**config.mk**
```make
export PLATFORM = sky130hd
export DESIGN_NAME = corefifo_rd_ctrl
export DESIGN_NICKNAME = d
export VERILOG_FILES = /design/src/rtl/corefifo_rd_ctrl.sv
export SDC_FILE = /design/constraint.sdc
export NUM_CORES = 1
export LEC_CHECK = 0
export CORE_AREA = 2 2 44 46
export DETAILED_ROUTE_END_ITERATION = 10
export DIE_AREA = 0 0 46 48
export PLACE_DENSITY_LB_ADDON = 0.3
export SYNTH_ARGS = -nofsm -noshare
export SYNTH_HDL_FRONTEND = slang
export SYNTH_SLANG_ARGS = --single-unit
```
**constraint.sdc**
```tcl
create_clock -name clk -period 6.6 [get_ports clk]
set_input_delay 0.99 -clock clk [delete_from_list [all_inputs] [get_ports clk]]
set_output_delay 0.99 -clock clk [all_outputs]
set_load 0.01 [all_outputs]
```
**src/rtl/corefifo_rd_ctrl.sv**
```systemverilog
// corefifo_rd_ctrl: read-domain side of the dual-clock FIFO.
// Owns the binary/Gray read pointer, drives the RAM read port and
// produces registered empty / almost-empty / level / underflow status.
// Build option: define COREFIFO_FWFT_EN for first-word-fall-through;
// without it the block runs in standard (request/1-cycle-latency) mode.
//
// FWFT state table
//   state  | meaning
//   S_IDLE | no head word on the RAM output
//   S_HEAD | head word sitting on the RAM output, dvld=1
module corefifo_rd_ctrl #(
  parameter int ADDRWIDTH     = 3,
  parameter int AEMPTY_THRESH = 1
) (
  input  logic                 clk,
  input  logic                 arstn,
  input  logic                 srstn,
  input  logic [ADDRWIDTH:0]   wptr_gray_sync,
  input  logic                 re,
  output logic [ADDRWIDTH:0]   rptr_gray,
  output logic [ADDRWIDTH-1:0] raddr,
  output logic                 ren_mem,
  output logic                 dvld,
  output logic                 empty,
  output logic                 aempty,
  output logic [ADDRWIDTH:0]   rdcnt,
  output logic                 underflow
);

  localparam int PW = ADDRWIDTH + 1;
  localparam logic [PW:0] AE_TH = (PW+1)'(AEMPTY_THRESH);

  logic [PW-1:0] rbin_q, rbin_d;
  logic [PW-1:0] rptr_gray_q, rptr_gray_d;
  logic [PW-1:0] rdcnt_q;
  logic [PW-1:0] wbin, lvl_nxt, cnt_nxt;
  logic          pempty_q, pempty_d;
  logic          empty_q, empty_d;
  logic          aempty_q;
  logic          underflow_q, underflow_d;

  function automatic logic [PW-1:0] gray2bin(input logic [PW-1:0] g);
    logic [PW-1:0] b;
    b[PW-1] = g[PW-1];
    for (int i = PW-2; i >= 0; i--) b[i] = b[i+1] ^ g[i];
    return b;
  endfunction

  // Synchronized write pointer back to binary for level arithmetic
  always_comb wbin = gray2bin(wptr_gray_sync);

  // Pointer advances on every issued RAM read; level taken from next-state pointer
  always_comb begin
    rbin_d      = ren_mem ? rbin_q + PW'(1) : rbin_q;
    rptr_gray_d = rbin_d ^ (rbin_d >> 1);
    lvl_nxt     = wbin - rbin_d;
    pempty_d    = (lvl_nxt == '0);
  end

`ifdef COREFIFO_FWFT_EN
  typedef enum logic {S_IDLE = 1'b0, S_HEAD = 1'b1} state_e;
  state_e state_q, state_d;
  logic   head_nxt;

  // FSM state register
  always_ff @(posedge clk or negedge arstn) begin
    if (!arstn)      state_q <= S_IDLE;
    else if (!srstn) state_q <= S_IDLE;
    else             state_q <= state_d;
  end

  // FSM next state: fetch whenever idle with data, drop head only when popped dry
  always_comb begin
    state_d = state_q;
    case (state_q)
      S_IDLE:  if (ren_mem) state_d = S_HEAD;
      S_HEAD:  if (re && pempty_q) state_d = S_IDLE;
      default: state_d = S_IDLE;
    endcase
  end

  // FSM outputs: prefetch when idle, refill on pop, hold RAM output otherwise
  always_comb begin
    ren_mem = 1'b0;
    dvld    = 1'b0;
    case (state_q)
      S_IDLE:  ren_mem = ~pempty_q;
      S_HEAD: begin
        ren_mem = re & ~pempty_q;
        dvld    = 1'b1;
      end
      default: ;
    endcase
    ren_mem = ren_mem & srstn;
  end

  // Status inputs: the head word counts toward the visible level
  always_comb begin
    head_nxt    = (state_d == S_HEAD);
    empty_d     = ~head_nxt;
    cnt_nxt     = lvl_nxt + {{(PW-1){1'b0}}, head_nxt};
    underflow_d = re & ~dvld;
  end
`else
  logic dvld_q;

  // Standard read issue: only on request with data known to be present
  always_comb ren_mem = srstn & re & ~pempty_q;

  // Status inputs straight from the pointer level
  always_comb begin
    empty_d     = pempty_d;
    cnt_nxt     = lvl_nxt;
    underflow_d = re & empty_q;
  end

  // RAM data is valid one cycle after the read is issued
  always_ff @(posedge clk or negedge arstn) begin
    if (!arstn)      dvld_q <= 1'b0;
    else if (!srstn) dvld_q <= 1'b0;
    else             dvld_q <= ren_mem;
  end

  assign dvld = dvld_q;
`endif

  // Pointer and status registers, all loaded from next-state values
  always_ff @(posedge clk or negedge arstn) begin
    if (!arstn) begin
      rbin_q      <= '0;
      rptr_gray_q <= '0;
      pempty_q    <= 1'b1;
      empty_q     <= 1'b1;
      aempty_q    <= 1'b1;
      rdcnt_q     <= '0;
      underflow_q <= 1'b0;
    end else if (!srstn) begin
      rbin_q      <= '0;
      rptr_gray_q <= '0;
      pempty_q    <= 1'b1;
      empty_q     <= 1'b1;
      aempty_q    <= 1'b1;
      rdcnt_q     <= '0;
      underflow_q <= 1'b0;
    end else begin
      rbin_q      <= rbin_d;
      rptr_gray_q <= rptr_gray_d;
      pempty_q    <= pempty_d;
      empty_q     <= empty_d;
      aempty_q    <= ({1'b0, cnt_nxt} <= AE_TH);
      rdcnt_q     <= cnt_nxt;
      underflow_q <= underflow_d;
    end
  end

  assign rptr_gray = rptr_gray_q;
  assign raddr     = rbin_q[ADDRWIDTH-1:0];
  assign empty     = empty_q;
  assign aempty    = aempty_q;
  assign rdcnt     = rdcnt_q;
  assign underflow = underflow_q;

endmodule

```
==> results.md, run 1 <==
- Outcome: complete, no violations
- Cell variety after synth: 26
- Least-Margin Pin Slew: 0.650 ns
- Sequential area share after synthesis: 46.7%
- Synthesis-to-layout area growth: 34.1%
- Die Y: roughly 48 µm
- # IOs: 24
- Final hold viol count: 0
- YS warnings: 0
- Clock share of power: approximately 25%
- Mapped cell area: 808 µm²
- Initial core utilization: 47.9%
- Total grt overflow: 0
- Hold_buf cts: 0
- Buf/Inv on CP: 3
- Crit-path leading delay family: buffers and inverters
- Post-synth EDFFs: 0
- Root Driver: clkbuf_4
- Crit. End Element: flip-flop
- Sw Pwr: 65.2 µW
- Ys flop type: dfrtp_1
- Crit-path slowest cell: clkdlybuf4s50_1
- Max_cap viols: 0
- Rel. slew slack: ~57%
- Clock H-tree levels: 1
- Number of global-route vias before repair: between 500 and 600
- First-pass GRT wire length: 2390 µm
- CTS tree: yes
- Pwr dens: between 200 and 250 nW/µm²
- CP Data Required Time: 6.81 ns
- Slew Limit Fails: 0
- Worst VDD drop: 124 µV
- Routed vias/inst: 5.25
- Cell Rows: 15
- Mean routed wirelength per cell: 13.5 µm
- Syn nets: 81
- Final wirelength: 1510 µm
- Period utilisation layout: 61.3%
- Post-DP HPWL: between 1000 and 1500 µm
- WS Path Type: in2reg
- Final min period: between 4 and 5 ns
- RD Place Congestion: 0.730
- Worst path cell trace: clkdlybuf4s50_1, nand3b_1, inv_1, nand2_1, xor2_1, ha_1, inv_1, a2111oi_4, nor4_1, xor3_1, o41ai_2
- Endpoints failing setup: 0
- Fmax achieved: 0.247 GHz
- Sequential share of power: around 47%
- # resized after CTS: 0
- Pin count of the biggest net entering global routing: 17
- Setup bufs post-CTS: 0
- Sw Share: 29.3%
- Num CTS Buffers: 3
- CTS sink cnt: 15
- Clk slew on worst S/H paths: around 0.090 ns
- Internal power: 157 µW
- Leak Pwr: between 0.0005 and 0.0006 µW
- RSZ-0062 raised after global routing: no
- Hold Path Class: reg2reg
- Worst Path Max Fanout: 16
- Yosys reg bits: 15
- Clk_lat worst skew: 0.29 ns
- End-of-flow core utilization: between 60 and 70%
- CP peak stage delay: 0.74 ns
- Synthesized netlist cell count: 69
- Avg Cell Area, Syn: 11.7 µm²
- Share of layout cells above drive strength 1: 9.47%
- Nets: 108
- Combinational Power Share: 28.7%
- Setup TNS: 0 ns
- Setup Skew: 0.00273 ns
- DRT iter0 DRCs: 10
- Reg2Reg Setup Slack: about 3.6 ns
- DIE WIDTH: around 46 µm
- # port buffers: 23
- Fillers: 152
- Antenna violations before repair: 0
- Worst setup SP type: primary input
- Critical path data arrival time: around 4.3 ns
- Full die area: 2210 µm²
- Post-DRT Antenna Nets: 0
- # DRC: 0
- Antenna Cells: 0
- GRT Total Usage: between 10% and 20%
- CTS max path bufs: 2
- Fraction of registers with async set/reset: 100%
- Core ar.: 1690 µm²
- Total number of vias: a little under 600
- Pre-Repair DR Iteration Count: 4
- Crit-path most repeated cell: inv_1
per-layer routing:
layer / GRT usage (%) / vias to the layer above / part of all wire, % / wire (µm)
met5: 0 / - / 0 / 0
met4: 10.3 / 0 / 2.0 / 30
met3: 3.77 / 4 / 5.3 / 80
met2: 23.3 / 21 / 48 / 721
met1: 21.0 / 279 / 45 / 673
li1: - / 284 / - / -
path summary, 6_finish.rpt:
check	start	cells after the start	end
worst min register to register	empty	1	underflow
worst max-delay path	srstn	11	empty
worst max register to register	empty	10	empty
worst min-delay path	empty	1	underflow
min in group asynchronous	arstn	1	rptr_gray[1]
max in group asynchronous	arstn	1	rdcnt[0]
worst register-to-register path, stage by stage, from the launching register on:
cell       delay [ns]
dfstp_2          0.55
nand3b_1         0.34
inv_1            0.17
nand2_1          0.12
xor2_1           0.30
ha_1             0.33
inv_1            0.11
a2111oi_4        0.04
nor4_1           0.36
xor3_1           0.43
o41ai_2          0.21
synthesized netlist by cell type (2+ instances only):
library cell / n / area share, %
nor2_1: 3 / 1.4
dfstp_2: 2 / 6.5
a211oi_1: 2 / 1.9
ha_1: 4 / 6.2
and2_1: 7 / 5.4
xnor2_1: 4 / 4.3
nor2b_1: 4 / 3.1
inv_1: 6 / 2.8
xor2_1: 6 / 6.5
a21oi_1: 3 / 1.9
dfrtp_1: 13 / 40
registers in the layout, indices dropped and copies added, names as in the netlist:
name / cells
underflow: 1
aempty: 1
rbin_q: 4
dvld: 1
rptr_gray: 3
rdcnt: 4
empty: 1
per-stage QoR:
step / worst slack, ns / std cells / cell area (µm²) / power, µW / hold slack (ns)
2_1_floorplan: 3.38 / 69 / 808 / 141 / 0.547
3_3_place_gp: 2.39 / 108 / 1060 / 169 / 0.550
3_5_place_dp: 2.25 / 108 / 1060 / 170 / 0.550
4_1_cts: 2.56 / 112 / 1080 / 224 / 0.560
5_1_grt: 2.28 / 112 / 1080 / 234 / 0.571
6_report: 2.56 / 112 / 1080 / 222 / 0.554
power by group through the flow:
stage | sequential, µW | combinational (µW) | clock (µW)
finish | 104 | 63.8 | 55.0
global route | 104 | 70.0 | 59.8
CTS | 104 | 64.5 | 55.7
detailed placement | 105 | 64.1 | 0
global placement | 105 | 63.5 | 0
floorplan | 109 | 32.3 | 0
cells by family (layout without fill, tap and decap cells):
family | Yosys count | after routing | synth area share, %
AND/OR/NAND/NOR | 21 | 21 | 15.5
AO/OA/AOI/OAI | 10 | 10 | 11.6
XOR/XNOR | 12 | 12 | 16.7
flip-flops | 15 | 15 | 46.7
buffers and inverters | 7 | 33 | 3.25
adder cells (fa/ha/maj) | 4 | 4 | 6.19
final cells by class:
type | count | area, µm² | share of cell area, %
clock buffers | 3 | 22.5 | 2.08
clock inverters | 1 | 5.00 | 0.462
flip-flops and latches | 15 | 378 | 34.9
well taps | 17 | 21.3 | 1.96
multi-input cells | 47 | 404 | 37.3
inverters | 6 | 22.5 | 2.08
repair buffers | 23 | 230 | 21.2
cells in the final DEF, fill, tap and decap left out:
cell	count
xnor2_1	4
xor3_1	1
o21ai_0	1
nand2b_1	1
nor4_1	1
clkbuf_4	3
o31ai_1	1
nand2_1	1
dfstp_2	2
and2_1	7
ha_1	4
xor2_1	6
and3_1	1
o21a_1	1
clkdlybuf4s50_1	23
dfrtp_1	13
clkinv_2	1
inv_1	6
and4b_1	1
nand3_1	1
nor2b_1	4
o41ai_2	1
xnor3_2	1
nand3b_1	1
nor2_1	3
a2111oi_4	1
a211oi_1	2
a21oi_1	3
No activity file was read; power rests on OpenSTA's default activity.
==> run 2: changes to the inputs <==
CORE_AREA = 2 2 46 48   (was 2 2 44 46)
DIE_AREA = 0 0 48 50   (was 0 0 46 48)
clock period = 3.95 ns   (was 6.6 ns; I/O delays follow)
==> results.md, run 2 (synthesized netlist as in run 1, its figures left out) <==
- Outcome: complete, no violations
- Clk slew on worst S/H paths: 0.10 ns
- Die Y: 50 µm
- Least-Margin Pin Slew: around 0.65 ns
- Setup Skew: 0.00653 ns
- Commonest non-fill, non-tap cell in the layout: clkdlybuf4s50_1
- # IOs: 24
- Most frequent cells in the layout: clkdlybuf4s50_1, dfrtp_1, and2_1, inv_1, xor2_1
- Hold path startpoint: empty
- Period utilisation layout: 80.1%
- GRT Total Usage: about 14%
- Pre-Repair DR Iteration Count: 1
- # resized after CTS: 0
- Worst VDD drop: roughly 280 µV
- RSZ-0062 raised after global routing: no
- Crit-path most repeated cell: inv_1
- Critical R2R Capture: aempty
- Core ar.: 1900 µm²
- Full die area: approximately 2400 µm²
- Worst hold path cell count: 1
- DRT iter0 DRCs: 0
- # port buffers: 23
- Num CTS Buffers: 3
- Critical path data arrival time: 3.37 ns
- First-pass GRT wire length: 2480 µm
- Crit-path leading delay family: buffers and inverters
- RD Place Congestion: 0.777
- Worst setup SP type: primary input
- Pin count of the biggest net entering global routing: 16
- Total power: 376 µW
- R2r startpoint: empty
- Worst Path Max Fanout: 9
- Setup TNS: 0 ns
- Nets: 110
- WS Path Type: in2reg
- Final wirelength: 1490 µm
- Hold Path Sink: underflow
- Reg2Reg Setup Slack: 1.02 ns
- Total grt overflow: 0
- Final min period: 3.16 ns
- Root Driver: clkbuf_4
- Clk_lat worst skew: between 0.2 and 0.3 ns
- Slew Limit Fails: 0
- Crit. End Element: flip-flop
- Setup bufs post-CTS: 0
- Endpoints failing setup: 0
- Antenna Cells: 0
- Post-Place Worst Slack: about 0.48 ns
- Fillers: 163
- Cell Rows: 16
- Fmax achieved: 0.316 GHz
- Placed Cells: 120
- Rel. slew slack: between 50% and 60%
- Pwr dens: 338 nW/µm²
- CTS sink cnt: 15
- Leak Pwr: between 0.0005 and 0.0006 µW
- Initial core utilization: 42.5%
- CTS max path bufs: 2
- Post-DRT Antenna Nets: 0
- Buf/Inv on CP: 4
- Share of layout cells above drive strength 1: approximately 11%
- CP Data Required Time: 4.16 ns
- Synthesis-to-layout area growth: 37.8%
- Mean routed wirelength per cell: 12.0 µm
- Antenna violations before repair: 0
- Post-DP HPWL: 1150 µm
- PnR worst setup slack: around 0.8 ns
- CTS tree: yes
- Worst path cell trace: clkdlybuf4s50_1, nand3b_1, buf_4, inv_1, nand2_1, xor2_1, ha_1, inv_1, a2111oi_4, nor4_1, xor3_1, o31ai_1
- Hold Path Class: reg2reg
- Total number of vias: around 600
- R2r worst-path depth: 11
- Routed vias/inst: 4.73
- Number of global-route vias before repair: 576
- Crit-path slowest cell: clkdlybuf4s50_1
- Max_cap viols: 0
- # DRC: 0
- Final hold viol count: 0
- CP peak stage delay: 0.51 ns
- Clock H-tree levels: 1
- DIE WIDTH: 48 µm
- Hold_buf cts: 0
- Layout Cells excl Fill: 124
==> run 2: changes by cell type in the layout (fill, tap and decap cells not counted), sizes merged <==
cell | before | now
clkinvlp | 0 | 1
buf | 0 | 2
clkinv | 1 | 0
==> run 2: worst reg2reg max path: cells and delay by family, from the launching register on <==
family                     cells  cell delay, ns
buffers and inverters          3            0.37
DFF                            1            0.56
xor gates and xnor gates       2            0.72
AOI/OAI and AO/OA              2            0.29
and+or+nand+nor                3            0.58
adders and majority gates      1            0.33
==> run 2: layout make-up <==
| cell class | count | area [µm²] | area share [%] |
|---|---|---|---|
| Timing Repair Buffer | 25 | 245 | 22.0 |
| Tap cell | 27 | 33.8 | 3.03 |
| Sequential cell | 15 | 378 | 33.9 |
| Inverter | 6 | 22.5 | 2.02 |
| Multi-Input combinational cell | 47 | 404 | 36.3 |
| Clock inverter | 1 | 7.51 | 0.674 |
| Clock buffer | 3 | 22.5 | 2.02 |
==> run 2: worst max-delay path by stage <==
stage | from | to | slack [ns] | cells past startpoint
after floorplan | srstn | empty | 1.12 | 10
after global placement | re | aempty | 0.59 | 12
after detailed placement | re | aempty | 0.48 | 12
after CTS | re | aempty | 0.75 | 12
after global routing | re | aempty | 0.57 | 12
final | re | aempty | 0.79 | 12
==> run 2: metrics by stage <==
stage | instance area (µm²) | util [%] | hold WS, ns
floorplan | 808 | - | 0.297
detailed placement | 1080 | 57.0 | 0.552
finish | 1110 | 58.6 | 0.556
global placement | 1080 | 57.0 | 0.549
CTS | 1110 | 58.6 | 0.560
global route | 1110 | 58.6 | 0.562
==> run 2: where the power goes <==
group          switching, µW  internal [µW]  total, µW
registers               4.89            167        172
logic                   50.4           58.6        109
clock network           56.2           38.6       94.8
==> run 2: routing by layer <==
layer / up-vias / global-route usage [%] / wire [µm]
met2: 18 / 22.2 / 715
met3: 4 / 2.20 / 62
met5: - / 0 / 0
li1: 288 / - / -
met4: 0 / 6.76 / 23
met1: 276 / 19.4 / 693
==> run 3: changes to the inputs <==
CORE_AREA = 2 2 48 50   (was 2 2 46 48)
DIE_AREA = 0 0 50 52   (was 0 0 48 50)
clock period = 2.6 ns   (was 3.95 ns; I/O delays follow)
==> results.md, run 3 (synthesized netlist as in run 1, its figures left out) <==
- Setup Skew: 0.00437 ns
- Critical R2R Capture: aempty
- Leak Pwr: between 0.0005 and 0.0006 µW
- RSZ-0062 raised after global routing: no
- Die Y: 52 µm
- Number of global-route vias before repair: 669
- R2r worst-path depth: 11
- Final hold viol count: 0
- CP Data Required Time: 2.79 ns
- Worst hold slack: 0.508 ns
- # DRC: 0
- Worst Path Max Fanout: 3
- Slew Limit Fails: 0
- Rel. slew slack: between 50% and 60%
- DIE WIDTH: 50 µm
- Clk_lat worst skew: between 0.2 and 0.3 ns
- # port buffers: 23
- Pwr dens: 477 nW/µm²
- Final min period: 2.44 ns
- DRT iter0 DRCs: 0
- Full die area: 2600 µm²
- Crit. End Element: flip-flop
- Final wirelength: 1620 µm
- Worst VDD drop: 406 µV
- Commonest non-fill, non-tap cell in the layout: clkdlybuf4s50_1
- WS Path Type: in2reg
- Nets: 119
- Pin count of the biggest net entering global routing: 16
- CTS tree: yes
- Period utilisation layout: 93.8%
- CTS sink cnt: 15
- Fillers: 185
- Critical path origin: re
- Endpoints failing setup: 0
- PnR worst setup slack: 0.162 ns
- Num CTS Buffers: 3
- Least-Margin Pin Slew: 0.645 ns
- First-pass GRT wire length: between 2000 and 3000 µm
- Fmax achieved: approximately 0.41 GHz
- Post-Layout Inst Area: 1190 µm²
- Share of layout cells above drive strength 1: 20.8%
- Post-DRT Antenna Nets: 0
- Post-Place Worst Slack: -0.139 ns
- Mean routed wirelength per cell: 12.1 µm
- Most frequent cells in the layout: clkdlybuf4s50_1, dfrtp_1, buf_4, and2_1
- Clock H-tree levels: 1
- Core ar.: 2110 µm²
- Critical Path End: aempty
- Hold_buf cts: 0
- GRT Total Usage: 14.5%
- Critical path data arrival time: 2.63 ns
- Total number of vias: 615
- # resized after CTS: 0
- Setup bufs post-CTS: 0
- Clk slew on worst S/H paths: 0.08 ns
- RD Place Congestion: between 0.7 and 0.8
- # IOs: 24
- Synthesis-to-layout area growth: 47.5%
- Reg2Reg Setup Slack: 0.24 ns
- Initial core utilization: 38.4%
- Multi-input logic area: 418 µm²
- Root Driver: clkbuf_4
- Seq. cell area: around 380 µm²
- R2r startpoint: empty
- Antenna Cells: 0
- Worst setup SP type: primary input
- Total grt overflow: 0
- Placed cell areas: 1170 µm²
- Routed vias/inst: 4.59
- Cell Rows: 17
- Outcome: complete, no violations
- Hold Path Class: in2async
- Pre-Repair DR Iteration Count: 1
- Antenna violations before repair: 0
- CTS max path bufs: 2
- Max_cap viols: 0
run 3: changes by cell type in the layout (fill, tap and decap cells not counted), sizes merged:
cell / delta
buf: +9
clkinvlp: -1
clkbuf: +1
run 3: worst min-delay path by stage:
stage                      to  slack [ns]  cells after the start
CTS                 underflow        0.52                      1
global route        underflow        0.53                      1
detailed placement  underflow        0.55                      1
global placement    underflow        0.55                      1
finish               rdcnt[1]        0.51                      1
floorplan                dvld        0.09                      0
run 3: layer usage:
metal,up-vias,track usage [%],routed length [µm]
li1,304,-,-
met1,294,15.7,656
met2,17,27.2,869
met3,0,6.03,92
met4,0,1.39,0
met5,-,0,0
run 3: critical path, stage by stage:
cell and delay, ns:
clkdlybuf4s50_1 0.49, nand3b_1 0.12, inv_2 0.07, nand2_1 0.08, xor2_2 0.16, ha_1 0.35
inv_1 0.11, a2111oi_4 0.04, nor4_2 0.27, xor3_1 0.31, o31ai_1 0.23
run 3: stage by stage:
step,util [%],power (µW),TNS [ns],cells
3_5_place_dp,55.4,450,-0.398,130
2_1_floorplan,-,359,0,69
5_1_grt,56.6,610,0,134
3_3_place_gp,55.4,447,-0.208,130
6_report,56.6,569,0,134
4_1_cts,56.6,578,0,134
run 3: layout make-up:
cell class                 instances  area share [%]
inverter                           6            1.89
timing repair buffer              34            26.2
sequential                        15            31.7
clock buffer                       4            2.20
multi-input combinational         47            35.0
tap                               28            2.94
run 3: where the power goes:
| group | internal (µW) | leakage [µW] | switching, µW |
|---|---|---|---|
| clock | 59.5 | 0.0000150 | 66.2 |
| sequential | 255 | 0.000196 | 7.95 |
| combinational | 99.2 | 0.000336 | 81.9 |
